File: src/rtl/branch_pc_unit.sv
// rtl/branch_pc_unit.sv - fetch-side program counter with branch LUT, run/halt FSM and cycle counter
module branch_pc_unit #(
  parameter int PC_W       = 10,
  parameter int LUT_AW     = 4,
  parameter int START_ADDR = 0,
  parameter int CNT_W      = 16
) (
  input  logic              clk,
  input  logic              reset_n,
  input  logic              start,
  input  logic              stall,
  input  logic              jumpFlag,
  input  logic [LUT_AW-1:0] branch_idx,
  input  logic              halt_instr,
  input  logic              lut_we,
  input  logic [LUT_AW-1:0] lut_waddr,
  input  logic [PC_W-1:0]   lut_wdata,
  output logic [PC_W-1:0]   pc,
  output logic              running,
  output logic              done,
  output logic [CNT_W-1:0]  cycle_count
);

  localparam int LUT_DEPTH = 1 << LUT_AW;
  localparam logic [PC_W-1:0] START_PC = PC_W'(START_ADDR);

  typedef enum logic [1:0] {
    IDLE   = 2'd0,
    RUN    = 2'd1,
    HALTED = 2'd2
  } state_t;

  state_t            state;
  logic [PC_W-1:0]   lut [LUT_DEPTH];
  logic [PC_W-1:0]   branch_target;
  logic [CNT_W-1:0]  cnt_inc;

  // Combinational LUT read; a same-edge write is only seen from the next cycle.
  assign branch_target = lut[branch_idx];

  // Counter sticks at all-ones instead of wrapping.
  assign cnt_inc = (cycle_count == {CNT_W{1'b1}}) ? cycle_count : cycle_count + CNT_W'(1);

  // Status outputs are pure decodes of the state register.
  assign running = (state == RUN);
  assign done    = (state == HALTED);

  // Branch-target table: cleared on reset, writable in any state.
  always_ff @(posedge clk or negedge reset_n) begin
    if (!reset_n) begin
      for (int i = 0; i < LUT_DEPTH; i++) begin
        lut[i] <= '0;
      end
    end else if (lut_we) begin
      lut[lut_waddr] <= lut_wdata;
    end
  end

  // Run/halt FSM with PC and cycle counter; start is ignored while running.
  always_ff @(posedge clk or negedge reset_n) begin
    if (!reset_n) begin
      state       <= IDLE;
      pc          <= '0;
      cycle_count <= '0;
    end else begin
      case (state)
        IDLE, HALTED: begin
          if (start) begin
            state       <= RUN;
            pc          <= START_PC;
            cycle_count <= '0;
          end
        end
        RUN: begin
          if (!stall) begin
            cycle_count <= cnt_inc;
            if (halt_instr) begin
              state <= HALTED;
            end else if (jumpFlag) begin
              pc <= branch_target;
            end else begin
              pc <= pc + PC_W'(1);
            end
          end
        end
        default: begin
          state <= IDLE;
        end
      endcase
    end
  end

endmodule

File: config.mk
export PLATFORM = sky130hd
export DESIGN_NAME = branch_pc_unit
export DESIGN_NICKNAME = d
export VERILOG_FILES = /design/src/rtl/branch_pc_unit.sv
export SDC_FILE = /design/constraint.sdc
export NUM_CORES = 1
export LEC_CHECK = 0
export CORE_MARGIN = 1.5
export CORE_UTILIZATION = 64
export DETAILED_ROUTE_END_ITERATION = 6
export PLACE_DENSITY = 0.82
export SLEW_MARGIN = 10
export SYNTH_ARGS = -nofsm -noshare
export SYNTH_HDL_FRONTEND = slang
export SYNTH_SLANG_ARGS = --single-unit
File: constraint.sdc
create_clock -name clk -period 5.1 [get_ports clk]
set_input_delay 0.51 -clock clk [delete_from_list [all_inputs] [get_ports clk]]
set_output_delay 0.51 -clock clk [all_outputs]
set_load 0.005 [all_outputs]
==> results of run 1 <==
[worst paths after layout]
check,startpoint,to,slack [ps]
max,branch_idx[0],pc[9],2550
min,reset_n,lut[115],120
max reg2reg,state[1],pc[9],3030
min reg2reg,lut[75],lut[75],500
max in group asynchronous,reset_n,lut[16],3740
min in group clk,lut[75],lut[75],500
[per-stage QoR]
step	util (%)	hold WS [ps]	power [W]	worst slack (ps)
floorplan	-	214	0.00256	3090
global placement	71.3	482	0.00280	2080
detailed placement	71.3	487	0.00287	2080
CTS	75.7	179	0.00417	2530
global route	75.7	188	0.00435	2410
finish	75.7	122	0.00416	2550
[where the power goes]
part	total, W	switching (W)	internal [W]
Combinational	0.000827	0.000326	0.000502
Sequential	0.00203	0.000211	0.00182
Clock	0.00130	0.000540	0.000758
[sequential cells by signal (all words and copies together) (netlist names)]
signal       flops
cycle_count     16
lut            160
pc              10
state            2
[layout make-up]
cell class                 instances  share of cell area, %
sequential                       188                   46.6
multi-input combinational        396                   39.3
timing repair buffer              63                   5.89
clock buffer                      21                   4.66
tap                              176                   2.18
clock inverter                    10                   1.12
inverter                           7                  0.260
[logic make-up (layout without fill, tap and decap cells)]
kind of cell,Yosys count,in the layout
AOI/OAI and AO/OA,54,54
and+or+nand+nor,118,118
DFF,188,188
buffers and inverters,40,101
adders and majority gates,2,2
muxes,209,209
xor gates and xnor gates,13,13
[cell usage in the layout (no fill, tap or decap), drive strengths merged, types with 3 or more instances in the layout]
master and n:
dfrtp 188, mux2 163, clkdlybuf4s50 49, mux4 39
nor2 34, clkbuf 21, o21ai 15, nand2 14
buf 14, nand3 12, xnor2 11, inv 9
and3 8, nand2b 7, mux2i 7, nor2b 7
a21oi 6, nor3 6, a211oi 5, nor4 5
nor3b 5, nand4 5, a22o 4, a221oi 4
clkinv 4, a211o 3, o22ai 3, nand3b 3
or3 3, a2111oi 3, nor4b 3
[critical path, cell delays in order]
cell	delay, ps
buf_2	660
buf_4	440
mux4_2	530
mux4_2	510
nand3_1	100
nand3_1	80
[routing by layer]
metal / up-vias / global-route usage, %
li1: 2445 / -
met1: 2950 / 41.9
met2: 173 / 47.5
met3: 26 / 7.12
met4: 0 / 8.97
met5: - / 0
==> results by group, run 1 <==
Status
  – Status: complete, no violations

Clock network
  – Clk root buf: clkbuf_16
  – CTS Buf Count: 17
  – CTS tree: yes
  – # clock sinks: 188
  – Max clock buf depth: 2
  – Hold Buf Count CTS: 0
  – Resize count post-CTS: 0
  – Clock transition at path regs: 70 ps
  – H-tree levels: 4
  – Post-CTS setup buffer count: 0
  – Clock Latency Late Sink: 420 ps

Yosys
  – Cell taking the most area after synthesis: dfrtp_1
  – Async set or reset register ratio after synthesis: 100%
  – Synth Area in Simple Gates: 7.44%
  – Mux cell area share after synthesis: 31.5%
  – Most frequent cells after synthesis: dfrtp_1 (188), mux2_2 (163), mux4_2 (39), nor2_1 (34), clkbuf_1 (20)
  – Yosys reg bits: 188
  – Post-synthesis adder-cell area fraction: 0.283%
  – Post-synth top area share: 53.2%
  – Cells after synthesis: 624
  – Synthesized area: 8840 µm²
  – XOR/XNOR Fraction of Synth Area: 1.29%
  – Most common cell in the netlist: dfrtp_1
  – Post-Syn Nets: 651
  – Syn Area/Cell: 14.2 µm²
  – Cell types occupying the most area after synthesis: dfrtp_1 (53%), mux2_2 (21%), mux4_2 (9.9%)
  – Synth Flop Type: dfrtp_1
  – Synth Area in Compound Gates: 4.40%
  – Netlist cell types: 54
  – Largest family of logic cells by synthesized area: multiplexers
  – Post-synth EDFFs: 0
  – Part of the Yosys area used for sequential elements: 53.2%
  – Yosys warnings: 0

Global routing
  – Grt total ovfl: 0
  – Initial antenna violation count: 0
  – Largest net degree at the start of global routing: 86
  – Vias in the first global route: 5768
  – Gr usage total: 30.0%
  – First-pass GRT wire length: 32100 µm

Timing
  – Setup violations, final: 0
  – Minimum clock period: 2550 ps
  – Final Hold Fails: 0
  – Setup TNS: 0 ps
  – RSZ-0062 raised after global routing: no
  – Clock Skew: 6.21 ps
  – Final Max Tran Viols: 0
  – Worst slew pin tran: 1270 ps
  – Max Fclk: 393 MHz
  – Tcrit/Tclk final: 49.9%
  – Worst rel slew slack: 15.2%

Detailed routing
  – Vias/cell: 6.50
  – Drt pass-1 iters: 7
  – Metal-1 WL: 8610 µm
  – Vias: 5594
  – Routed len/inst: 22.9 µm
  – DR DRC count: 0
  – DR WL met2: 9830 µm
  – Final WL: 19800 µm
  – Initial DRC count: 619
  – Top layer in use: met4
  – Remaining antenna violation count: 0
  – Met3 wire length: 948 µm

Pwr
  – Leak: 4.27 nW
  – Power Density: 412 nW/µm²
  – Worst VDD drop: 0.368 mV

Worst setup path
  – Crit Path Max Fanout: 23
  – Critical Path RT: 5390 ps
  – Register-to-Register Path Depth: 4
  – Startpoint Class: input port
  – Critical setup path kind: in2reg
  – Worst Path Arrival: 2840 ps
  – CP Capture Type: register

Hold path
  – Hold Path Class: in2async

Floorplanning
  – Area of the core: 13300 µm²
  – Top Ports: 53
  – Initial Util: 66.3%
  – Die ar.: 14500 µm²
  – Row count: 42
  – Die W: 121 µm
  – Chip height: 121 µm

Placed design
  – Placed Instance Area: 9520 µm²
  – Placed cells: 830
  – Detail Placement HPWL: 12800 µm
  – I/O Buffers: 52
  – GPL Wtd Cong: 0.842

Final layout
  – Fin nets: 700
  – Ratio of cells with drive above 1 in the final layout: 37.2%
  – ANT cells: 0
  – Non-Filler Instances: 861
  – Multi-input gate area: 3970 µm²
  – Design area: 10100 µm²
  – FILL cells: 819
  – FF/Latch Area: 4700 µm²
  – Area grow syn2layout: 14.2%

Job
  – Max_cap viols: 0
Power figures use the tool's default switching activity.
==> inputs of run 2 (changes only) <==
CORE_UTILIZATION = 54   (was 64)
PLACE_DENSITY = 0.73   (was 0.82)
clock period = 2.04 ns   (was 5.1 ns; I/O delays follow)
==> run 2 against run 1 <==
Net effect:
- sequential cell count did not move
- worst setup slack got worse by 2500 ps
- worst hold slack improved by 140 ps
- global-route usage fell by 4.2 points
- largest power group unchanged
- highest routed layer unchanged
==> results by group, run 2 (synthesis gave the netlist of run 1 again) <==
Placed design
  – I/O Buffers: 52 (unchanged)
  – Detail Placement HPWL: 14400 µm (+13%)
  – Place WS: -195 ps (-2280 ps)
  – GPL Wtd Cong: 0.910 (+8.0%)

Clock network
  – Clock transition at path regs: 70 ps (about the same)
  – CTS tree: yes
  – H-tree levels: 4 (unchanged)
  – Max clock buf depth: 2 (unchanged)
  – Clk root buf: clkbuf_16
  – CTS Buf Count: 17 (unchanged)
  – # clock sinks: 188 (unchanged)
  – Clock Latency Late Sink: 440 ps (+20 ps)

Timing
  – Hold_ws: 266 ps (+144 ps)
  – Worst slew pin tran: 615 ps (-652 ps)
  – Clock Skew: 8.85 ps (+2.64 ps)
  – Tcrit/Tclk final: 95.4%
  – RSZ-0062 raised after global routing: no
  – Setup TNS: 0 ps (unchanged)
  – Worst rel slew slack: 58.9% (+44 points)
  – Final Max Tran Viols: 0 (unchanged)
  – Final Worst Setup Slack: 94.7 ps (-2460 ps)
  – Minimum clock period: 1950 ps
  – Max Fclk: 514 MHz
  – Setup violations, final: 0 (unchanged)
  – Final Hold Fails: 0 (unchanged)

Final layout
  – Area grow syn2layout: 21.3%
  – FILL cells: 1108 (+35%)
  – Most frequent cells in the layout: dfrtp_1 (188), mux2_2 (163), clkdlybuf4s50_1 (49), buf_4 (48), mux4_2 (39)
  – Max reg flops: 160 (unchanged)
  – FF/Latch Area: 4700 µm² (unchanged)
  – Fin nets: 750 (+7.1%)
  – Post-layout util: 67.3% (-8.4 points)
  – ANT cells: 0 (unchanged)
  – Register with the most flip-flops: lut
  – Most common cell after layout, fill and taps aside: dfrtp_1
  – Multi-input gate area: 3970 µm² (about the same)
  – Largest regs: lut: 160 flops, cycle_count: 16 flops, pc: 10 flops
  – Ratio of cells with drive above 1 in the final layout: 41.4% (+4.2 points)

Worst setup path
  – Startpoint Class: register
  – CP Capture Type: output pin
  – Critical Path RT: 1840 ps (-3550 ps)
  – CP Capture Point: running
  – Setup crit start: state[1]
  – Crit Path Max Fanout: 8 (-65%)
  – Worst Path Arrival: 1740 ps (-1100 ps)
  – Reg-to-reg endpoint: cycle_count[7]
  – Critical setup path kind: reg2out
  – RR Startpoint: state[0]
  – Register-to-Register Path Depth: 5 (+1)
  – Reg2reg setup slack: 210 ps (-2820 ps)

Global routing
  – Grt total ovfl: 0 (unchanged)
  – Vias in the first global route: 5829 (+1.1%)
  – Initial antenna violation count: 0 (unchanged)
  – Gr usage total: 25.8% (-4.2 points)
  – Largest net degree at the start of global routing: 57 (-34%)
  – First-pass GRT wire length: 32800 µm (+1.9%)

Floorplanning
  – Die ar.: 17200 µm² (+18%)
  – Chip height: 131 µm (+8.6%)
  – Top Ports: 53 (unchanged)
  – Row count: 46 (+9.5%)
  – Die W: 131 µm (+8.6%)
  – Area of the core: 15900 µm² (+19%)
  – Initial Util: 55.5% (-11 points)

Detailed routing
  – Vias/cell: 5.91 (-9.0%)
  – Initial DRC count: 301 (-51%)
  – Drt pass-1 iters: 4 (-3)
  – Routed len/inst: 21.3 µm (-7.0%)
  – DR DRC count: 0 (unchanged)
  – Remaining antenna violation count: 0 (unchanged)
  – Final WL: 20300 µm (+2.8%)
  – Vias: 5630 (+0.64%)

Pwr
  – Final Total Pwr: 0.0108 W (+160%)
  – Worst VDD drop: 0.717 mV (+95%)
  – Power Density: 1010 nW/µm² (+150%)
  – Leak: 4.59 nW (+7.5%)

Status
  – Status: complete, no violations

Hold path
  – Hold Path Class: in2async

Job
  – Max_cap viols: 0 (unchanged)
run 2: cell types whose count changed in the layout (fill, tap and decap cells not counted), sizes merged:
cell	delta
clkinvlp	-2
buf	+49
dlygate4sd3	+1
inv	+5
clkbuf	-2
clkinv	-1
bufinv	+1
run 2: per-layer routing:
layer	wire length (µm)	vias up	track usage [%]	part of all wire (%)
met1	9330	2945	36.1	46
met3	688	28	4.64	3.4
li1	-	2545	-	-
met5	0	-	0	0
met4	298	0	7.43	1.5
met2	9990	112	41.5	49
run 2: cell type report:
| type | instances | area share, % |
|---|---|---|
| clock buffer | 19 | 4.03 |
| clock inverter | 13 | 1.87 |
| inverter | 7 | 0.245 |
| multi-input combinational | 396 | 37.0 |
| sequential | 188 | 43.8 |
| tap | 216 | 2.52 |
| timing repair buffer | 113 | 10.5 |
run 2: worst min path at each step:
stage | from | end | slack [ps] | depth (start not counted)
finish | reset_n | cycle_count[3] | 270 | 2
global route | reset_n | cycle_count[2] | 310 | 2
CTS | reset_n | cycle_count[3] | 280 | 2
detailed placement | reset_n | cycle_count[3] | 170 | 1
global placement | reset_n | cycle_count[5] | 160 | 1
floorplan | reset_n | cycle_count[0] | -90 | 0
run 2: where the power goes:
| part | leakage [nW] | total, W | internal, W | switching (W) |
|---|---|---|---|---|
| clock | 0.310 | 0.00356 | 0.00200 | 0.00157 |
| sequential | 2.35 | 0.00507 | 0.00454 | 0.000528 |
| combinational | 1.93 | 0.00218 | 0.00136 | 0.000824 |
run 2: timing repair:
item | CTS | global route
hold buffers | 1 | 0
endpoints found under the setup margin | 0 | 1
buffers inserted | 0 | 0
resized for setup | 0 | 1
hold endpoints to repair | 43 | 0
run 2: per-stage QoR:
step | area [µm²] | cells
after floorplan | 8840 | 624
after global routing | 10700 | 952
after detailed placement | 10100 | 919
final | 10700 | 952
after CTS | 10700 | 952
after global placement | 10100 | 919
run 2: worst max-delay path, cell delays in order, from the launching register on:
cell             delay [ps]
dfrtp_1                 490
nand2b_1                230
inv_1                    90
clkdlybuf4s50_1         490
==> inputs of run 3 (changes only) <==
CORE_UTILIZATION = 64   (was 54)
PLACE_DENSITY = unset   (was 0.73)
PLACE_DENSITY_LB_ADDON = 0.25   (was unset)
clock period = 2.4 ns   (was 2.04 ns; I/O delays follow)
==> run 3 against run 2 <==
Net effect:
- sequential share of layout area up 1.1 points
- utilization up 11 points
- register-to-register slack better by 210 ps
- die area down 15%
- first-iteration DRC count up 140%
- combinational power down 17%
- via count up 5.0%
- worst setup slack better by 320 ps
==> results by group, run 3 (synthesis gave the netlist of run 1 again) <==
Timing
  – Clock Skew: 5.41 ps (-3.45 ps)
  – Minimum clock period: 1990 ps
  – Final Max Tran Viols: 0 (unchanged)
  – Tcrit/Tclk final: 82.9%
  – Setup TNS: 0 ps (unchanged)
  – RSZ-0062 raised after global routing: no
  – Setup violations, final: 0 (unchanged)
  – Max Fclk: 503 MHz
  – Worst slew pin tran: 691 ps (+76.3 ps)
  – Worst rel slew slack: 53.9% (-5.0 points)
  – Hold_ws: 325 ps (+58.5 ps)
  – Final Hold Fails: 0 (unchanged)

Final layout
  – Area grow syn2layout: 18.2%
  – Most common cell after layout, fill and taps aside: dfrtp_1
  – Largest regs: lut: 160 flops, cycle_count: 16 flops, pc: 10 flops
  – Fin nets: 734 (-2.1%)
  – ANT cells: 0 (unchanged)
  – Most frequent cells in the layout: dfrtp_1 (188), mux2_2 (163), clkdlybuf4s50_1 (49), buf_4 (40), mux4_2 (39)
  – FILL cells: 768 (-31%)
  – Ratio of cells with drive above 1 in the final layout: 40.3% (-1.2 points)
  – Multi-input gate area: 3970 µm² (about the same)
  – Max reg flops: 160 (unchanged)
  – Register with the most flip-flops: lut
  – FF/Latch Area: 4700 µm² (unchanged)
  – Post-layout util: 78.3% (+11 points)

Placed design
  – Detail Placement HPWL: 14200 µm (-1.6%)
  – GPL Wtd Cong: 0.922 (+1.4%)
  – I/O Buffers: 52 (unchanged)

Worst setup path
  – Slowest CP cell: clkdlybuf4s50_1
  – CP Cell Sequence: nand2b_1 > inv_1 > clkdlybuf4s50_1
  – RR Startpoint: state[1]
  – Setup crit start: state[1]
  – Critical setup path kind: reg2out
  – CP Capture Type: output pin
  – Crit Path Max Fanout: 8 (unchanged)
  – Worst Path Arrival: 1750 ps (about the same)
  – Critical Path RT: 2160 ps (+320 ps)
  – Largest stage delay, worst path: 500 ps (about the same)
  – Startpoint Class: register

Floorplanning
  – Top Ports: 53 (unchanged)
  – Die W: 121 µm (-8.0%)
  – Die ar.: 14500 µm² (-15%)
  – Chip height: 121 µm (-8.0%)
  – Initial Util: 66.3% (+11 points)
  – Area of the core: 13300 µm² (-16%)
  – Row count: 42 (-8.7%)

Detailed routing
  – Drt pass-1 iters: 6 (+2)
  – Routed len/inst: 23.7 µm (+11%)
  – Vias: 5913 (+5.0%)
  – Final WL: 21300 µm (+4.7%)
  – Vias/cell: 6.60 (+12%)
  – DR DRC count: 0 (unchanged)
  – Initial DRC count: 711 (+140%)
  – Remaining antenna violation count: 0 (unchanged)

Clock network
  – Resize count post-CTS: 0 (unchanged)
  – Hold Buf Count CTS: 1 (unchanged)
  – Clock transition at path regs: 70 ps (about the same)
  – Clk root buf: clkbuf_16
  – # clock sinks: 188 (unchanged)
  – Clock Latency Late Sink: 430 ps (about the same)
  – CTS tree: yes
  – Max clock buf depth: 2 (unchanged)
  – Post-CTS setup buffer count: 0 (unchanged)
  – CTS Buf Count: 17 (unchanged)
  – H-tree levels: 4 (unchanged)

Global routing
  – Grt total ovfl: 0 (unchanged)
  – Initial antenna violation count: 0 (unchanged)
  – Vias in the first global route: 6259 (+7.4%)
  – GR Util met1: 40.8% (+4.8 points)
  – Layer with the highest usage: met2
  – Largest net degree at the start of global routing: 60 (+5.3%)
  – Met2 usage: 51.7% (+10 points)
  – Gr usage total: 31.6% (+5.9 points)
  – First-pass GRT wire length: 34400 µm (+4.9%)
  – Met3 Track Usage GR: 7.12% (+2.5 points)

Pwr
  – Power Density: 876 nW/µm² (-13%)
  – Leak: 4.47 nW (-2.6%)
  – Worst VDD drop: 0.598 mV (-17%)

Status
  – Status: complete, no violations

Job
  – Max_cap viols: 0 (unchanged)

Hold path
  – Hold Path Class: in2async
-- run 3: cell types whose count changed in the layout (fill, tap and decap cells not counted), sizes merged --
cell      previous run  this run
inv                 14         9
clkbuf              19        18
clkinvlp             0         3
bufinv               3         4
clkinv               3         5
buf                 63        47
-- run 3: power by group --
part | internal (W) | total [W] | switching, W
registers | 0.00387 | 0.00434 | 0.000474
clock network | 0.00177 | 0.00300 | 0.00122
logic | 0.00110 | 0.00182 | 0.000723
total | 0.00674 | 0.00916 | 0.00242
-- run 3: routing by layer --
layer | up-vias | routed length [µm] | part of all wire [%]
li1 | 2504 | - | -
met1 | 3071 | 8430 | 40
met2 | 275 | 10700 | 50
met3 | 63 | 1390 | 6.5
met4 | 0 | 755 | 3.6
met5 | - | 0 | 0
-- run 3: layout make-up --
class                           instances  area share (%)
Clock inverter                         14            1.84
Inverter                                7           0.251
Clock buffer                           18            4.20
Timing Repair Buffer                   97            8.63
Multi-Input combinational cell        396            38.0
Tap cell                              176            2.11
Sequential cell                       188            45.0
-- run 3: worst max-delay path, delay by kind of cell, from the launching register on --
kind          cells  cell delay (ps)
buf+inv           2              600
flops             1              490
simple gates      1              230
-- run 3: worst paths after layout --
path                            slack [ps]  endpoint  depth (start not counted)
worst max register to register         420     pc[5]                          4
worst min register to register         510   lut[50]                          1
max in group asynchronous             1230   lut[18]                          3
min in group clk                       480  state[1]                          3
worst max-delay path                   410   running                          3
worst min-delay path                   320    lut[7]                          2
-- run 3: per-stage QoR --
| stage | power, W | instance area, µm² | setup slack [ps] | instances |
|---|---|---|---|---|
| 6_report | 0.00916 | 10500 | 411 | 896 |
| 5_1_grt | 0.00953 | 10500 | 301 | 896 |
| 4_1_cts | 0.00918 | 10500 | 413 | 896 |
| 3_5_place_dp | 0.00617 | 9810 | 203 | 863 |
| 3_3_place_gp | 0.00600 | 9810 | 248 | 863 |
| 2_1_floorplan | 0.00544 | 8840 | 654 | 624 |
